--- src/rtl/mac_accum_tx.sv ---
// rtl/mac_accum_tx.sv - signed MAC product accumulator feeding the aggregator input bus
//
// Purpose:
//   Sums a programmable number of signed products from the MAC array into one
//   partial sum. The sum is then presented to the aggregator over a valid/ready
//   handshake.
//
// Optional feature macro:
//   MAC_ACCUM_SAT_EN  defined   -> agg_in_data is acc clamped to the N-bit signed range
//                     undefined -> agg_in_data is acc[N-1:0] (wrap-around)
//   ovf behaves the same in both builds.
//
// Ports:
//   clk           in   1       clock, rising edge
//   rst           in   1       asynchronous reset, active high
//   start         in   1       begin a new sum (sampled in IDLE only)
//   num_terms     in   CNT_W   products per sum, latched on accepted start
//   prod_in       in   PROD_W  signed product
//   prod_valid    in   1       prod_in valid
//   prod_ready    out  1       product accepted this cycle (decoded from state)
//   agg_in_data   out  N       saturated/truncated sum
//   agg_in_valid  out  1       agg_in_data valid
//   agg_in_ready  in   1       aggregator accepts result
//   busy          out  1       state is not IDLE
//   ovf           out  1       sticky per sum: result exceeded N-bit signed range
module mac_accum_tx #(
  parameter int N      = 12,
  parameter int PROD_W = 12,
  parameter int CNT_W  = 8,
  parameter int ACC_W  = 20
) (
  input  logic              clk,
  input  logic              rst,
  input  logic              start,
  input  logic [CNT_W-1:0]  num_terms,
  input  logic [PROD_W-1:0] prod_in,
  input  logic              prod_valid,
  output logic              prod_ready,
  output logic [N-1:0]      agg_in_data,
  output logic              agg_in_valid,
  input  logic              agg_in_ready,
  output logic              busy,
  output logic              ovf
);

  localparam logic [1:0] S_IDLE  = 2'd0;
  localparam logic [1:0] S_ACCUM = 2'd1;
  localparam logic [1:0] S_SEND  = 2'd2;

  // Bounds of the N-bit signed range, expressed at accumulator width.
  localparam logic signed [ACC_W-1:0] MAX_V = {{(ACC_W-N+1){1'b0}}, {(N-1){1'b1}}};
  localparam logic signed [ACC_W-1:0] MIN_V = {{(ACC_W-N+1){1'b1}}, {(N-1){1'b0}}};

  logic [1:0]              state_q, state_d;
  logic [CNT_W-1:0]        terms_q, terms_d;
  logic [CNT_W-1:0]        count_q, count_d;
  logic signed [ACC_W-1:0] acc_q, acc_d;
  logic [N-1:0]            data_q, data_d;
  logic                    valid_q, valid_d;
  logic                    busy_q, busy_d;
  logic                    ovf_q, ovf_d;

  logic signed [ACC_W-1:0] acc_sum;
  logic                    sum_hi, sum_lo;
  logic [N-1:0]            sum_out;

  // Running sum including the product offered this cycle; used both to update
  // acc and to load the result on the last term so SEND follows with no gap.
  assign acc_sum = acc_q + {{(ACC_W-PROD_W){prod_in[PROD_W-1]}}, prod_in};
  assign sum_hi  = (acc_sum > MAX_V);
  assign sum_lo  = (acc_sum < MIN_V);

`ifdef MAC_ACCUM_SAT_EN
  assign sum_out = sum_hi ? MAX_V[N-1:0] : (sum_lo ? MIN_V[N-1:0] : acc_sum[N-1:0]);
`else
  assign sum_out = acc_sum[N-1:0];
`endif

  always_comb begin
    state_d = state_q;
    terms_d = terms_q;
    count_d = count_q;
    acc_d   = acc_q;
    data_d  = data_q;
    valid_d = valid_q;
    ovf_d   = ovf_q;
    case (state_q)
      S_IDLE: begin
        if (start) begin
          terms_d = num_terms;
          acc_d   = '0;
          count_d = '0;
          ovf_d   = 1'b0;
          if (num_terms == '0) begin
            state_d = S_SEND;
            data_d  = '0;
            valid_d = 1'b1;
          end else begin
            state_d = S_ACCUM;
          end
        end
      end
      S_ACCUM: begin
        if (prod_valid) begin
          acc_d   = acc_sum;
          count_d = count_q + CNT_W'(1);
          if (count_q == terms_q - CNT_W'(1)) begin
            state_d = S_SEND;
            data_d  = sum_out;
            valid_d = 1'b1;
            ovf_d   = sum_hi | sum_lo;
          end
        end
      end
      S_SEND: begin
        if (agg_in_ready) begin
          valid_d = 1'b0;
          state_d = S_IDLE;
        end
      end
      default: state_d = S_IDLE;
    endcase
    busy_d = (state_d != S_IDLE);
  end

  always_ff @(posedge clk or posedge rst) begin
    if (rst) begin
      state_q <= S_IDLE;
      terms_q <= '0;
      count_q <= '0;
      acc_q   <= '0;
      data_q  <= '0;
      valid_q <= 1'b0;
      busy_q  <= 1'b0;
      ovf_q   <= 1'b0;
    end else begin
      state_q <= state_d;
      terms_q <= terms_d;
      count_q <= count_d;
      acc_q   <= acc_d;
      data_q  <= data_d;
      valid_q <= valid_d;
      busy_q  <= busy_d;
      ovf_q   <= ovf_d;
    end
  end

  assign prod_ready   = (state_q == S_ACCUM);
  assign agg_in_data  = data_q;
  assign agg_in_valid = valid_q;
  assign busy         = busy_q;
  assign ovf          = ovf_q;

endmodule

--- config.mk ---
export PLATFORM = sky130hd
export DESIGN_NAME = mac_accum_tx
export DESIGN_NICKNAME = d
export VERILOG_FILES = /design/src/rtl/mac_accum_tx.sv
export SDC_FILE = /design/constraint.sdc
export NUM_CORES = 1
export LEC_CHECK = 0
export BUFFER_PORTS_ARGS = -buffer_cell sky130_fd_sc_hd__buf_2
export CORE_MARGIN = 2
export CORE_UTILIZATION = 45
export DETAILED_ROUTE_END_ITERATION = 12
export GPL_TIMING_DRIVEN = 0
export PLACE_DENSITY = 0.64
export SLEW_MARGIN = 0
export SYNTH_ARGS = -nofsm -noshare
export SYNTH_HDL_FRONTEND = slang
export SYNTH_SLANG_ARGS = --single-unit
--- constraint.sdc ---
create_clock -name clk -period 8 [get_ports clk]
set_input_delay 0.4 -clock clk [delete_from_list [all_inputs] [get_ports clk]]
set_output_delay 0.4 -clock clk [all_outputs]
set_load 0.01 [all_outputs]
### After elaboration in Yosys (flattened, before gate mapping)

Index checks and enable logic that the tools add are counted.

* muxes and demuxes: 27
* add/sub/neg operators: 3
* equal/unequal tests: 8
* $lt $le $gt $ge: 2
* reductions and logical operators: 10
* bitwise logic cells: 1

Operators with widths (count)
* $mux W12: 4
* $mux W20: 2
* $pmux W20 S2: 1
* $pmux W12 S2: 1
* $add A20 B20 Y20: 1
* $gt A20 B12 Y1 const B: 1
* $lt A20 B12 Y1 const B: 1
* $mux W8: 2
* $pmux W8 S2: 1
* $mux W2: 5
* $add A8 B1 Y8 const B: 1
* $eq A8 B8 Y1: 1
* $logic_not A8 Y1: 1
* $mux W1: 8
* $ne A2 B2 Y1 const B: 4
* $sub A8 B1 Y8 const B: 1
* $pmux W2 S3: 1
* $reduce_and A6 Y1: 1
* $reduce_and A5 Y1: 1
* $reduce_and A4 Y1: 1
* $reduce_bool A2 Y1: 2
* $pmux W1 S3: 1
* $reduce_and A3 Y1: 1
* $reduce_bool A3 Y1: 1
* 7 further kinds: 7

* bits in registers: 53
* word-level logic and storage cells: 59
* input bits: 25

### Depth between registers and ports, before layout

* depth in word-level cells: 6
* depth in mapped cells: 11

### Worst setup path before layout

OpenSTA, ideal clock, no wires.

* path type: in2reg
* start point: in prod_in[0]
* end point: reg ovf_q, in the netlist ovf
* slack: 5.218 ns
* stages on the path: 10
* arrival time: 2.645 ns
* buffers on the path: 0
* cells stage by stage: ha_1 fa_1 a211o_1 a211oi_2 o21ai_0 a21boi_0 o21bai_1 xnor2_1 o41ai_1 o31ai_1

* cells in the longest elaborated chain, start to end: 6

RTL lines
* from (decl): line 36 `input logic [PROD_W-1:0] prod_in,`
* $add A20 B20 Y20 *: line 69 `assign acc_sum = acc_q + {{(ACC_W-PROD_W){prod_in[PROD_W-1]}}, prod_in};`
* $gt A20 B12 Y1 or $lt A20 B12 Y1 (tied branches): line 70, 71
* $or A1 B1 Y1 *: line 111 `ovf_d = sum_hi | sum_lo;`
* $mux W1 *: line 107 `if (count_q == terms_q - CNT_W'(1)) begin`
* $mux W1 *: line 104 `if (prod_valid) begin`
* $pmux W1 S2 *: line 87 `case (state_q)`
* to (signal assigned): line 144 `ovf_q <= ovf_d;`
* to (decl): line 61 `logic ovf_q, ovf_d;`

Every way passes the cells marked *; elsewhere a longest branch is shown, timed or not. The select of a mux whose other input is x is not followed.
A chain may end at the register's enable or synchronous reset.

### Final worst setup path

* start point: reg acc_q[0]
* end point: reg ovf_q, in the netlist ovf

* cells in the longest elaborated chain, start to end: 6

RTL lines
* from (decl): line 57 `logic signed [ACC_W-1:0] acc_q, acc_d;`
* from (signal assigned): line 131 `acc_q <= '0;`
* from (signal assigned): line 140 `acc_q <= acc_d;`
* $add A20 B20 Y20 *: line 69
* $gt A20 B12 Y1 or $lt A20 B12 Y1 (tied branches): line 70, 71
* $or A1 B1 Y1 *: line 111
* $mux W1 *: line 107
* $mux W1 *: line 104
* $pmux W1 S2 *: line 87

Marked as above.

==> qor.csv <==
stage,metric,value,unit
timing,max_freq,304,MHz
clock_tree,clockBufferDepth,2,
timing,worst_clock_skew,9.54,ps
grt,grt_pass1_wl,13500,µm
cells_and_area,syn_to_final_growth,12.7,%
power,powerDensity,401,nW/µm²
timing,setup_viol,0,
synth,synth_warnings,0,
synth,ys_seq_area_share,38.6,%
worst_setup_path,worstPathMaxFanout,3,
cells_and_area,nets,443,
clock_tree,clk_pin_slew_worst_paths,110,ps
detailed_routing,routed_wl,7780,µm
worst_setup_path,crit_type,register to register,
floorplan,start_util,46.9,%
floorplan,dieArea,8360,µm²
synth,synth_area_leaders,"dfrtp_1 (39%), ha_1 (7.6%), xnor2_1 (4.8%)",
timing,rsz0062_at_grt,false,
synth,netlist-cell-type-count,66,
detailed_routing,post_drt_wl_per_cell,15.7,µm
synth,ys.flop_type,dfrtp_1,
timing,slew_violations,0,
cells_and_area,antenna_cells,0,
power,vdd_drop_max,0.167,mV
timing,worst_pin_slew,879,ps
timing,timing.final.crit_share,41.1,%
clock_tree,cts_hold_buffers,0,
timing,whs,38.8,ps
cells_and_area,drive_gt1_share,20.7,%
floorplan,design.portCount,41,
synth,synth_area,3440,µm²
floorplan,die_h,91.4,µm
flow_run,max-cap-violations,0,
grt,gr-usage-all-layers,19.8,%
clock_tree,clock_latency,320,ps
synth,synthesis.nets,395,
timing,period_needed,3280,ps
worst_setup_path,required,8180,ps
clock_tree,cts_tree,done,
detailed_routing,via_per_inst,5.66,
clock_tree,cts_sinks,53,
worst_setup_path,critPathCaptureType,register,
detailed_routing,drt_pre_antenna_iters,4,
run_status,status,completed,
synth,syn-instance-count,348,
synth,yosysTopAreaCellShare,38.6,%
cells_and_area,instances_no_fill,496,
cells_and_area,final_cell_area,3880,µm²
placement,dp.cells,488,
detailed_routing,ant_nets,0,
placement,dpl-instance-area,3780,µm²
placement,io_buffer_count,40,
worst_setup_path,cp.arrival,3470,ps
floorplan,core.rowCount,31,
timing,fin_tns_setup,0,ps
power,p_leak,1.77,nW
floorplan,core_area,7330,µm²
synth,synth-seq-cells,53,
synth,synth-edff-count,0,
grt,grt_max_degree,39,
floorplan,die_w,91.4,µm
detailed_routing,drtIter0Drc,118,
timing,final_hold_viol_count,0,
placement,dpl.hpwl,5880,µm
min_path,hold_path.class,input port to async pin,
timing,relSlewSlack,41.2,%
synth,async_reset_ff_share,100,%
grt,grt_pass1_vias,2809,
detailed_routing,routed-via-count,2809,
clock_tree,cts-resized-gates,0,
clock_tree,cts_made_buffers,5,
detailed_routing,route.detailed.drc,0,
synth,synth_area_leader_cell,dfrtp_1,
synth,postSynthAreaPerCell,9.88,µm²
worst_setup_path,start_kind,register,
grt,grt.overflow.total,0,
grt,antenna_found_initial,0,
clock_tree,root_buffer,clkbuf_8,
placement,place.gp.congestion,0.807,
clock_tree,htreeDepth,2,
clock_tree,cts_setup_buffers,0,
## sequential cells by signal, summed over array words and instances (netlist names)
signal / cells
acc_q: 20
busy: 1
count_q: 8
ovf: 1
state_q: 2
terms_q: 8
agg_in_data: 12
agg_in_valid: 1
## layer usage
| metal | wire length [µm] | GRT usage [%] | up-vias |
|---|---|---|---|
| met5 | 0 | 0 | - |
| met4 | 36 | 5.30 | 0 |
| met3 | 279 | 3.15 | 2 |
| met2 | 3500 | 29.5 | 54 |
| met1 | 3970 | 29.8 | 1363 |
| li1 | - | - | 1390 |
## Yosys cell counts (3+ instances only)
library cell	count
a21oi_1	13
nand4_1	4
o41ai_1	4
o211ai_1	3
nor3_1	7
or3_1	3
a22o_1	4
dfrtp_1	53
o31ai_1	7
and3_1	5
xnor2_1	19
inv_1	11
a31oi_1	3
nor3b_1	3
ha_1	21
a211oi_1	3
mux2_2	11
o21ai_0	30
a21o_1	11
nand3_1	4
and2_1	4
xor2_1	10
clkbuf_1	7
nor2_1	21
nand2_1	32
mux2_4	5
## layout by cell type, fill, tap and decap left out, drive strengths merged, types with 4 or more instances in the layout
cell type	synthesis	final
dfrtp	53	53
buf	2	43
nand2	32	32
o21ai	32	32
nor2	22	22
ha	21	21
xnor2	19	19
mux2	16	16
a21oi	14	14
inv	11	13
clkbuf	7	12
a21o	11	11
xor2	10	10
nor3	8	8
o31ai	7	7
and3	5	5
and2	5	5
a211oi	5	5
nand3	4	4
o41ai	4	4
nand4	4	4
a22o	4	4
or3	4	4
## through the flow
stage | power, mW | util [%] | worst slack [ps]
2_1_floorplan | 1.17 | - | 5220
3_3_place_gp | 1.37 | 51.3 | 4600
3_5_place_dp | 1.39 | 51.6 | 4660
4_1_cts | 1.57 | 52.9 | 4730
5_1_grt | 1.70 | 52.9 | 4500
6_report | 1.56 | 52.9 | 4720
## logic make-up after synthesis
family,Yosys count,share of synthesized area (%)
compound gates,106,22.1
xor+xnor,30,8.04
fa+ha+maj,22,8.22
buf+inv,21,2.37
flops,53,38.6
mux,17,6.08
simple gates,99,14.7
## report_power, final
part / internal [mW] / switching (mW)
Clock: 0.0641 / 0.0992
Sequential: 0.387 / 0.0900
Combinational: 0.413 / 0.502
Total: 0.864 / 0.691
## final cells by class
class                           count  area (µm²)
Fill cell                         675        3450
Clock buffer                        5        68.8
Timing Repair Buffer               41         220
Inverter                           12        45.0
Buffer                              9        36.3
Tap cell                           99         124
Sequential cell                    53        1330
Multi-Input combinational cell    274        2030
Clock inverter                      3        25.0
## worst max-delay path, stage by stage (launching register included)
cell and delay [ps]:
dfrtp_1 400, ha_1 230, fa_1 430, a211o_1 320
a211oi_2 320, o21ai_0 200, a21boi_0 440, o21bai_1 130
xnor2_1 180, o41ai_1 380, o31ai_1 130
## final timing paths
kind	from	endpoint	slack, ps	cells after the start
worst min-delay path	rst	state_q[0]	40	2
worst max-delay path	acc_q[0]	ovf	4720	10
worst max register to register	acc_q[0]	ovf	4720	10
worst min register to register	agg_in_valid	agg_in_valid	490	1
max in group asynchronous	rst	acc_q[18]	7440	3
min in group clk	agg_in_ready	state_q[1]	290	2
Power figures use the tool's default switching activity.
